===== src/rtl/exception_unit.sv =====
// exception_unit: EX-stage exception controller.
// Classifies error events on the saturating exception instruction, queues
// their causes in a small FIFO, and for each queued cause drives a
// multi-cycle flush and then a valid/ack report to the handler.
// Per-cause and dropped-event counters saturate for debug.
module exception_unit #(
   parameter int DATA_W    = 8,
   parameter int OPC_W     = 3,
   parameter int REG_W     = 3,
   parameter int EXC_OPC   = 1,
   parameter int EXC_RD    = 0,
   parameter int EXC_RS    = 3,
   parameter int FLUSH_CYC = 2,
   parameter int Q_DEPTH   = 4,
   parameter int CNT_W     = 8
) (
   input  logic                                clk,
   input  logic                                rst_n,
   input  logic                                ex_valid,
   input  logic [OPC_W-1:0]                    opcode,
   input  logic [REG_W-1:0]                    rs,
   input  logic [REG_W-1:0]                    rd,
   input  logic [DATA_W-1:0]                   rs_val,
   input  logic                                exp_error,
   input  logic                                exc_ack,
   output logic                                flush,
   output logic                                exc_valid,
   output logic [1:0]                          exc_cause,
   output logic signed [2*DATA_W-1:0]          exc_sat_val,
   output logic [$clog2(Q_DEPTH):0]            q_count,
   output logic [CNT_W-1:0]                    cnt_pos,
   output logic [CNT_W-1:0]                    cnt_neg,
   output logic [CNT_W-1:0]                    cnt_ill,
   output logic [CNT_W-1:0]                    drop_cnt
);

   localparam int PTR_W = $clog2(Q_DEPTH);
   localparam int QC_W  = PTR_W + 1;
   localparam int SAT_W = 2 * DATA_W;

   localparam logic [OPC_W-1:0] EXC_OPC_L  = OPC_W'(EXC_OPC);
   localparam logic [REG_W-1:0] EXC_RD_L   = REG_W'(EXC_RD);
   localparam logic [REG_W-1:0] EXC_RS_L   = REG_W'(EXC_RS);
   localparam logic [3:0]       FLUSH_LOAD = 4'(FLUSH_CYC - 1);
   localparam logic [QC_W-1:0]  Q_FULL     = QC_W'(Q_DEPTH);

   localparam logic [1:0] C_NONE = 2'b00;
   localparam logic [1:0] C_POS  = 2'b01;
   localparam logic [1:0] C_NEG  = 2'b10;
   localparam logic [1:0] C_ILL  = 2'b11;

   typedef enum logic [1:0] {IDLE, FLUSH, REPORT} state_t;

   // Cause of an event: only the exact operand pattern saturates.
   function automatic logic [1:0] classify(input logic [OPC_W-1:0]  op,
                                           input logic [REG_W-1:0]  s,
                                           input logic [REG_W-1:0]  d,
                                           input logic [DATA_W-1:0] v);
      logic match;
      match = (op == EXC_OPC_L) && (d == EXC_RD_L) && (s == EXC_RS_L);
      if (match && (v == '0))
         return C_POS;
      else if (match && (v == DATA_W'(1)))
         return C_NEG;
      return C_ILL;
   endfunction

   // Saturation value shown to the handler for a given cause.
   function automatic logic signed [SAT_W-1:0] sat_value(input logic [1:0] c);
      case (c)
         C_POS:   return {1'b0, {(SAT_W-1){1'b1}}};
         C_NEG:   return {1'b1, {(SAT_W-1){1'b0}}};
         default: return '0;
      endcase
   endfunction

   // Counter increment that sticks at all ones.
   function automatic logic [CNT_W-1:0] sat_inc(input logic [CNT_W-1:0] v,
                                                input logic             en);
      if (en && (v != '1))
         return v + CNT_W'(1);
      return v;
   endfunction

   state_t            state;
   logic [3:0]        fl_cnt;

   logic [1:0]        q_mem [Q_DEPTH];
   logic [PTR_W-1:0]  wr_ptr;
   logic [PTR_W-1:0]  rd_ptr;
   logic [QC_W-1:0]   q_cnt;
   logic              q_full;
   logic              q_empty;
   logic              push;
   logic              pop;

   logic              vld_p0;
   logic [1:0]        cause_p0;

   // ---- stage p0: event detection and classification in the EX cycle ----
   assign vld_p0   = ex_valid & exp_error;
   assign cause_p0 = classify(opcode, rs, rd, rs_val);

   assign q_full  = (q_cnt == Q_FULL);
   assign q_empty = (q_cnt == '0);
   assign pop     = exc_valid & exc_ack;
   assign push    = vld_p0 & (~q_full | pop);

   // Cause storage; contents are meaningless until the pointers say otherwise.
   always_ff @(posedge clk) begin
      if (push)
         q_mem[wr_ptr] <= cause_p0;
   end

   // FIFO pointers and occupancy; a pop frees a slot for a same-cycle push.
   always_ff @(posedge clk) begin
      if (!rst_n) begin
         wr_ptr <= '0;
         rd_ptr <= '0;
         q_cnt  <= '0;
      end else begin
         if (push)
            wr_ptr <= wr_ptr + PTR_W'(1);
         if (pop)
            rd_ptr <= rd_ptr + PTR_W'(1);
         case ({push, pop})
            2'b10:   q_cnt <= q_cnt + QC_W'(1);
            2'b01:   q_cnt <= q_cnt - QC_W'(1);
            default: q_cnt <= q_cnt;
         endcase
      end
   end

   // Debug counters: every event counts by cause, lost events count as drops.
   always_ff @(posedge clk) begin
      if (!rst_n) begin
         cnt_pos  <= '0;
         cnt_neg  <= '0;
         cnt_ill  <= '0;
         drop_cnt <= '0;
      end else begin
         cnt_pos  <= sat_inc(cnt_pos,  vld_p0 && (cause_p0 == C_POS));
         cnt_neg  <= sat_inc(cnt_neg,  vld_p0 && (cause_p0 == C_NEG));
         cnt_ill  <= sat_inc(cnt_ill,  vld_p0 && (cause_p0 == C_ILL));
         drop_cnt <= sat_inc(drop_cnt, vld_p0 && !push);
      end
   end

   // ---- stage p1: flush/report sequencer on registered queue state ----
   always_ff @(posedge clk) begin
      if (!rst_n) begin
         state     <= IDLE;
         fl_cnt    <= '0;
         flush     <= 1'b0;
         exc_valid <= 1'b0;
      end else begin
         case (state)
            IDLE: begin
               if (!q_empty) begin
                  state  <= FLUSH;
                  fl_cnt <= FLUSH_LOAD;
                  flush  <= 1'b1;
               end
            end
            FLUSH: begin
               if (fl_cnt == '0) begin
                  state     <= REPORT;
                  flush     <= 1'b0;
                  exc_valid <= 1'b1;
               end else begin
                  fl_cnt <= fl_cnt - 4'd1;
               end
            end
            REPORT: begin
               if (exc_ack) begin
                  state     <= IDLE;
                  exc_valid <= 1'b0;
               end
            end
            default: begin
               state     <= IDLE;
               flush     <= 1'b0;
               exc_valid <= 1'b0;
            end
         endcase
      end
   end

   assign exc_cause   = exc_valid ? q_mem[rd_ptr] : C_NONE;
   assign exc_sat_val = sat_value(exc_cause);
   assign q_count     = q_cnt;

endmodule


===== config.mk =====
export PLATFORM = sky130hd
export DESIGN_NAME = exception_unit
export DESIGN_NICKNAME = d
export VERILOG_FILES = /design/src/rtl/exception_unit.sv
export SDC_FILE = /design/constraint.sdc
export NUM_CORES = 1
export LEC_CHECK = 0
export ABC_AREA = 1
export BUFFER_PORTS_ARGS = -buffer_cell sky130_fd_sc_hd__buf_2
export CORE_AREA = 2 2 162 85
export DETAILED_ROUTE_END_ITERATION = 7
export DIE_AREA = 0 0 164 87
export HOLD_SLACK_MARGIN = 0.06
export PLACE_DENSITY = 0.54
export SLEW_MARGIN = 10
export SYNTH_ARGS = -nofsm -noshare
export SYNTH_HDL_FRONTEND = slang
export SYNTH_SLANG_ARGS = --single-unit

===== constraint.sdc =====
create_clock -name clk -period 1.6 [get_ports clk]
set_input_delay 0.08 -clock clk [delete_from_list [all_inputs] [get_ports clk]]
set_output_delay 0.08 -clock clk [all_outputs]
set_load 0.02 [all_outputs]

== Word level (Yosys, flattened, before mapping) ==
Memory sizes are Yosys's and may differ from the RTL's. A register that Yosys moved wholly into a read port is not among the register bits.
Cells that the tools add are included.

* Register bits: 47
* Memory bits (writable): 8
* Input bits: 22
* Output and inout bits: 55
* Memories kept: 1

{| class="wikitable"
|+ Memories
! memory !! words !! bits a word !! rd ports !! clocked after memory_dff !! write ports !! line !! RTL
|-
| q_mem || 4 || 2 || 1 || 1 || 1 || 88 || <nowiki>logic [1:0] q_mem [Q_DEPTH];</nowiki>
|}

* Add/subtract/negate cells: 9
* Equal/unequal tests: 21
* Muxes and demuxes: 37
* Bitwise logic cells: 7
* Reduce and logical (&&, ||, !) cells: 24

{| class="wikitable"
|+ Operator list
! kind !! number
|-
| 8-bit by 1-bit adder with 8-bit output (second input constant) || 4
|-
| 8-bit 2-to-1 mux || 4
|-
| 8-bit inequality test (second input constant) || 4
|-
| 16-bit case mux with 2 select lines || 1
|-
| 2-bit 2-to-1 mux || 9
|-
| 1-bit 2-to-1 mux || 16
|-
| 1-bit logical AND || 12
|-
| 3-bit AND reduction || 4
|-
| 2-bit == test (second input constant) || 5
|-
| 2-bit by 1-bit == test with 1-bit output (second input constant) || 4
|-
| 8-bit by 1-bit == test with 1-bit output (second input constant) || 1
|-
| 8-bit logical NOT || 1
|-
| 4-bit 2-to-1 mux || 2
|-
| 2-bit inequality test (second input constant) || 4
|-
| 4-bit case mux with 2 select lines || 1
|-
| 3-bit logical NOT || 2
|-
| 1-bit case mux with 3 select lines || 2
|-
| 2-bit case mux with 3 select lines || 1
|-
| 3-bit case mux with 2 select lines || 1
|-
| 2-bit by 1-bit adder with 2-bit output (second input constant) || 2
|-
| 4-bit logical NOT || 1
|-
| 2-bit nonzero test || 2
|-
| 4-bit by 1-bit subtractor with 4-bit output (second input constant) || 1
|-
| 3-bit by 1-bit adder with 3-bit output (second input constant) || 1
|-
| other kinds (9) || 13
|}

== Depth between registers and ports, before layout ==
Gate-level depths: netlist of the first run.

* Depth in word-level cells: 12
* Gate-level depth with buffers: 10
* Mapped depth without buffers: 10

== Worst setup path before layout of the first run ==
Ideal clock, no wire load.

* Kind: register to output
* Start point: register (tool-made name)
* End point: output exc_sat_val[10]
* Data arrival time: 1.768 ns
* Required time: 1.520 ns
* Slack: -0.248 ns
* Stages on the path, launching flop included: 8
* Buffers on the path: 1
* Cell sequence: dfxtp_1 -> inv_1 -> nand2_1 -> nand3_1 -> nand3_1 -> inv_1 -> nor2_1 -> buf_4

{| class="wikitable"
|+ RTL lines
! element !! line !! RTL
|-
| to (decl) || 29 || <nowiki>output logic signed [2*DATA_W-1:0] exc_sat_val,</nowiki>
|}

==> results of run 1 <==
## area by class of cell
type / instances / area (um2) / share of cell area (%)
clock inverters: 4 / 43.8 / 1.03
repair buffers: 97 / 588 / 13.8
well taps: 176 / 220 / 5.18
clock buffers: 12 / 236 / 5.56
flip-flops and latches: 57 / 1230 / 28.9
inverters: 54 / 208 / 4.88
multi-input cells: 301 / 1730 / 40.7
## logic make-up (layout without fill, tap and decap cells)
kind of cell	after synthesis	in the layout	synth area share, %
AO/OA/AOI/OAI	51	51	8.21
flip-flops	57	57	38.7
adder cells (fa/ha/maj)	10	10	4.20
XOR/XNOR	11	11	3.05
AND/OR/NAND/NOR	228	229	34.4
buffers and inverters	77	167	11.4
## registers in the layout (all words and copies together), names as in the netlist, named ones only
signal,flops
cnt_ill,8
rd_ptr,2
flush,1
q_mem,8
exc_valid,1
wr_ptr,2
cnt_neg,8
q_count,3
state,2
drop_cnt,8
cnt_pos,8
fl_cnt,4
## cells in the mapped netlist, drive strengths merged
library cell  number  share of area [%]
a21oi             33                5.2
or2                2               0.40
a31oi              1               0.20
clkbuf             4               0.48
edfxtp             8                7.6
o21ai             16                2.5
buf               19                4.5
ha                 9                3.6
inv               54                6.4
nand3b             2               0.48
xor2              10                2.8
nor2              61                8.7
nand4             26                6.0
a211oi             1               0.24
xnor2              1               0.28
dfxtp             49                 31
nand3             27                4.4
and2               1               0.20
nand2             98                 12
nor3               9                1.7
fa                 1               0.63
and3               2               0.40
## worst max-delay path, stage by stage (launching register included)
cell and delay [ns]:
dfxtp_4 0.36, inv_4 0.07, nand2_1 0.06, nand3_2 0.08
nand3_4 0.12, nor2_4 0.28, buf_6 0.17
## how the worst max path moves through the flow
stage,from,endpoint,cells after the start
final,flip-flop,exc_sat_val[2],6
after CTS,flip-flop,exc_sat_val[5],7
after global routing,flip-flop,exc_sat_val[2],7
after floorplan,exc_valid$_SDFFE_PN0P_,q_count[2]$_SDFFE_PN0P_,8
after detailed placement,exc_valid$_SDFFE_PN0P_,q_count[2]$_SDFFE_PN0P_,8
after global placement,exc_valid$_SDFFE_PN0P_,q_count[2]$_SDFFE_PN0P_,8
## per-layer routing
layer	routed length, um	global-route usage, %	up-vias
met2	3400	17.0	92
met4	116	3.67	0
met3	558	4.38	11
met5	0	0	-
li1	-	-	1576
met1	4170	16.4	1421
## stage by stage
| step | total power, W | setup slack, ns |
|---|---|---|
| final | 0.00489 | 0.0561 |
| after detailed placement | 0.00283 | 0.0741 |
| after CTS | 0.00470 | -0.0147 |
| after global placement | 0.00281 | 0.100 |
| after global routing | 0.00523 | -0.0412 |
| after floorplan | 0.00261 | 0.000473 |
## timing repair
action / 4_1_cts / 5_1_grt
setup buffers: 0 / 5
pin swaps: 1 / 13
gates cloned: 1 / 0
resized for setup: 4 / 50
setup endpoints to repair: 15 / 37
## power breakdown
group | total [W] | switching [W] | internal [W]
logic | 0.00137 | 0.000836 | 0.000533
registers | 0.00170 | 0.000120 | 0.00158
clock network | 0.00182 | 0.000627 | 0.00119
==> run metrics, run 1 <==
status=complete, no violations; sequential fraction of the synthesis area=38.7%; placed cells=679; cts bufs inserted=9; CP max FO=8; final instance area=0.00425 mm2; placed inst area=0.00372 mm2; I/O Pins=77; Vias=3100; setup TNS=0 ns; DRT Wirelength=8250 um; Avg WL per Cell=11.8 um; CTS Hold Bufs=0; max_slew headroom=78.2%; utilization after layout=32.7%; most common cell after layout, fill and taps aside=nand2_1; TritonCTS clock tree=done; worst hold path depth=3; share of cells above drive strength 1=30.9%; first-pass GRT wire length=13200 um; Clock Sinks=57; filler instances=1387; R2R Setup Slk=0.10 ns; Least-Margin Pin Slew=0.327 ns; CTS clk-pin slew, worst paths=0.05 ns; FMAX=648 MHz; reg2reg end=cnt_pos[6]$_SDFFE_PN0P_; Final Max Slew Viols=0; Yosys cell types=34; Setup Skew=0.00385 ns; placer congestion estimate=0.816; CP Capture Type=output port; CTS max path bufs=2; synthesized instance count=434; Detail Route Antenna Nets=0; Leak=1.92 nW; Post-Synthesis Cell Area=0.00315 mm2; GR Overflow Total=0; Initial Util=24.2%; Worst VDD drop=0.470 mV; drt drc=0; WS Path Type=reg -> out; Die Ht=87 um; Antenna Cells=0; commonest non-fill, non-tap cells in the layout=nand2_1, buf_2, inv_1, nor2_1, dfxtp_1; Core Region=0.0130 mm2; worst r2r src=cnt_pos[1]$_SDFFE_PN0P_; Die Wd=164 um; vias in the first global route=2747; Max H-tree Level=3; syn_area_per_cell=7.27 um2; final hold viol count=0; Die Area=0.0143 mm2; Worst Hold Class=in -> reg; crit path DAT=1.46 ns; placed wire-length estimate=6070 um; min-delay src=exc_ack; initial antenna violation count=0; Post-Syn Nets=466; DRT Pass-1 Iters=4; synthesis-to-layout area growth=34.8%; GRT Overall Usage=11.8%; # port buffers=76; pwr dens=1150 mW/mm2; worst reg-to-reg path cell count=10; maxcap violations=0; Startpoint Class=flip-flop; min Tclk post-route=1.54 ns; Yosys reg bits=57; period utilization=96.5%; root buf cell=clkbuf_16; Final Instance Count excl. Fillers=701; initial DRC count=193; WHS=0.111 ns; post-DR vias/cell=4.42; RSZ-0062 raised after global routing=true; site row count=30; Worst-Skew Late Latency=0.32 ns; Hold Path End=state[1]$_SDFFE_PN0P_; Final nets=552; Final Setup Violations=0; largest net degree at the start of global routing=25; Req. time, crit path=1.52 ns; synthesis warning total=0
(Power assumes the default switching activity.)
==> run 2, diff against run 1 <==
ABC_AREA = not set   (was 1)
CORE_AREA = 2 2 158 83   (was 2 2 162 85)
DIE_AREA = 0 0 160 85   (was 0 0 164 87)
==> run 2 against run 1 <==
  * The run now ends with setup timing left
  * Clock power up 10%
  * Highest routed layer unchanged
  * Clock skew rose by 0.00065 ns
  * Critical endpoint is now exc_sat_val[15]
  * Largest power group unchanged
  * Sequential share of layout area fell by 1.1 points
  * Register-to-register slack lost 0.22 ns
  * Sequential power fell by 2%
  * Critical path depth fell by 2
  * First-iteration DRC count down 44%
  * Combinational power shrank 24%
==> run metrics, run 2 <==
status=complete, but fails checks; failing checks=setup timing; initial antenna violation count=0 (unchanged); post-synth top area cell=dfxtp_1; Avg WL per Cell=14.4 um (+23%); Async SR Flop Fraction=0% (unchanged); final worst slack=-0.182 ns (-0.238 ns); # port buffers=76 (unchanged); share of cells above drive strength 1=45.7% (+15 points); pwr dens=1050 mW/mm2 (-8.9%); top cells by area, synth=dfxtp_1, edfxtp_1, a21oi_1; Leak=1.83 nW (-4.8%); TritonCTS clock tree=done; vias in the first global route=2671 (-2.8%); Setup Skew=0.00450 ns (+0.000650 ns); sequential fraction of the synthesis area=41.2% (+2.4 points); RSZ-0062 raised after global routing=true; Worst-Skew Late Latency=0.33 ns (about the same); crit path DAT=1.70 ns (+0.24 ns); CP max FO=3 (-5); synth cell count leaders=dfxtp_1, a21oi_1, nand3_1, nand2_1; switching share of power=27.4% (-5.0 points); drt drc=0 (unchanged); post-synth top area share=33.1% (+2.0 points); Core Region=0.0123 mm2 (-5.8%); synthesized instance count=327 (-25%); placer congestion estimate=0.783 (-4.0%); register share of total power=35.2% (+0.4 points); Die Area=0.0136 mm2 (-4.7%); CP Capture Type=output port; final instance area=0.00449 mm2 (+5.6%); Final nets=478 (-13%); GRT Overall Usage=13.2% (+1.4 points); Least-Margin Pin Slew=0.472 ns (+0.145 ns); Top FF cell, synth=dfxtp_1; setup TNS=-3.78 ns (-3.78 ns); Psw=0.00129 W (-18%); Power Total=0.00471 W (-3.7%); Vias=2963 (-4.4%); Die Wd=160 um (-2.4%); Yosys cell types=52 (+53%); Yosys reg bits=57 (unchanged); Die Ht=85 um (-2.3%); combinational share of power=22.1% (-5.9 points); synthesis-to-layout area growth=51.5%; placed wire-length estimate=6230 um (+2.7%); Initial Util=24.2% (-0.028 points); commonest non-fill, non-tap cells in the layout=buf_2, buf_4, dfxtp_1, a21oi_1, nand3_1; Worst Hold Class=in -> reg; Post-Synthesis Cell Area=0.00297 mm2 (-6.0%); initial DRC count=108 (-44%); Req. time, crit path=1.52 ns (about the same); Antenna Cells=0 (unchanged); Detail Route Antenna Nets=0 (unchanged); first-pass GRT wire length=14000 um (+6.4%); I/O Pins=77 (unchanged); count leader, synth=dfxtp_1; pre-CTS setup slack=-0.509 ns (-0.583 ns); Reg area=0.00125 mm2 (+1.5%); Post-synth EDFFs=8 (unchanged); Clock Sinks=57 (unchanged); DRT Pass-1 Iters=4 (unchanged); placed inst area=0.00383 mm2 (+3.0%); largest net degree at the start of global routing=24 (-4.0%); cts bufs inserted=9 (unchanged); clock power share=42.8% (+5.6 points); Worst VDD drop=0.501 mV (+6.7%); root buf cell=clkbuf_16; Post-Syn Nets=359 (-23%); WS Path Type=reg -> out; Cell Int Power=0.00342 W (+3.3%); min Tclk post-route=1.78 ns (+0.238 ns); Final Max Slew Viols=0 (unchanged); CTS max path bufs=2 (unchanged); post-DR vias/cell=4.77 (+7.9%); Max H-tree Level=3 (unchanged); CTS Hold Bufs=0 (unchanged); GR Overflow Total=0 (unchanged); CTS clk-pin slew, worst paths=0.05 ns (about the same); Final Setup Violations=30 (+30); period utilization=111% (+15 points); DRT Wirelength=8960 um (+8.6%); synthesis warning total=0 (unchanged); final hold viol count=0 (unchanged); max_slew headroom=68.4% (-9.8 points); site row count=29 (-3.3%); Startpoint Class=flip-flop; maxcap violations=0 (unchanged); syn_area_per_cell=9.07 um2 (+25%); Multi-input gate area=0.00178 mm2 (+3.2%); FMAX=561 MHz (-13%); filler instances=1269 (-8.5%)
-- run 2: cell count changes in the layout (fill, tap and decap cells not counted), sizes merged, moves of 7 or more --
cell   before  now
inv        54   12
nor2       62   15
and2        1    8
nand4      26    6
o31ai       0   14
mux2i       0    7
nand3      27   19
nand2      98   18
buf        97  131
or4         0   20
-- run 2: final timing paths --
path | startpoint | endpoint | slack (ns) | cells after the start
worst min-delay path | exc_ack | exc_valid$_SDFFE_PN0P_ | 0.10 | 3
worst max-delay path | flip-flop | exc_sat_val[15] | -0.18 | 4
worst min register to register | drop_cnt[4]$_SDFFE_PN0P_ | drop_cnt[4]$_SDFFE_PN0P_ | 0.46 | 1
worst max register to register | q_count[0]$_SDFFE_PN0P_ | drop_cnt[4]$_SDFFE_PN0P_ | -0.12 | 4
-- run 2: layout make-up --
cell class | count | share of cell area (%)
clock buffers | 9 | 5.01
inverters | 12 | 1.00
repair buffers | 131 | 19.9
well taps | 170 | 4.73
multi-input cells | 235 | 39.7
clock inverters | 7 | 1.89
flip-flops and latches | 57 | 27.7
-- run 2: power groups by stage --
stage / combinational [W] / clock (W) / sequential, W
6_report: 0.00104 / 0.00201 / 0.00166
5_1_grt: 0.00115 / 0.00211 / 0.00167
4_1_cts: 0.000991 / 0.00205 / 0.00165
3_5_place_dp: 0.000894 / 0 / 0.00168
3_3_place_gp: 0.000874 / 0 / 0.00167
2_1_floorplan: 0.000519 / 0 / 0.00172
-- run 2: cell families after synthesis --
family,Yosys count,synth area share [%]
multiplexers,9,3.88
XOR/XNOR,5,1.48
AO/OA/AOI/OAI,70,14.7
AND/OR/NAND/NOR,137,27.4
adder cells (fa/ha/maj),10,4.47
buffers and inverters,39,6.96
flip-flops,57,41.2
-- run 2: worst max-delay path, cell delays in order, from the launching register on --
cell and delay, ns:
dfxtp_4 0.36, mux4_2 0.57, and2_4 0.17, nor2b_1 0.12
buf_2 0.15
-- run 2: timing repair --
action	CTS	global route
gates cloned	3	1
setup endpoints to repair	39	62
setup buffers	3	3
pin swaps	7	16
resized for setup	36	38
-- run 2: stage by stage --
stage                     utilization, %  hold WS (ns)  std cells
after floorplan                        -         0.262        327
after CTS                           35.1        0.0943        617
after detailed placement            31.2         0.443        595
after global placement              31.2         0.437        595
after global routing                36.6         0.114        621
final                               36.6         0.103        621
-- run 2: metal layers --
metal | global-route usage (%) | vias up | part of all wire (%)
li1 | - | 1466 | -
met1 | 19.6 | 1399 | 53
met2 | 17.8 | 88 | 40
met3 | 4.55 | 10 | 5.9
met4 | 3.93 | 0 | 1.2
met5 | 0 | - | 0
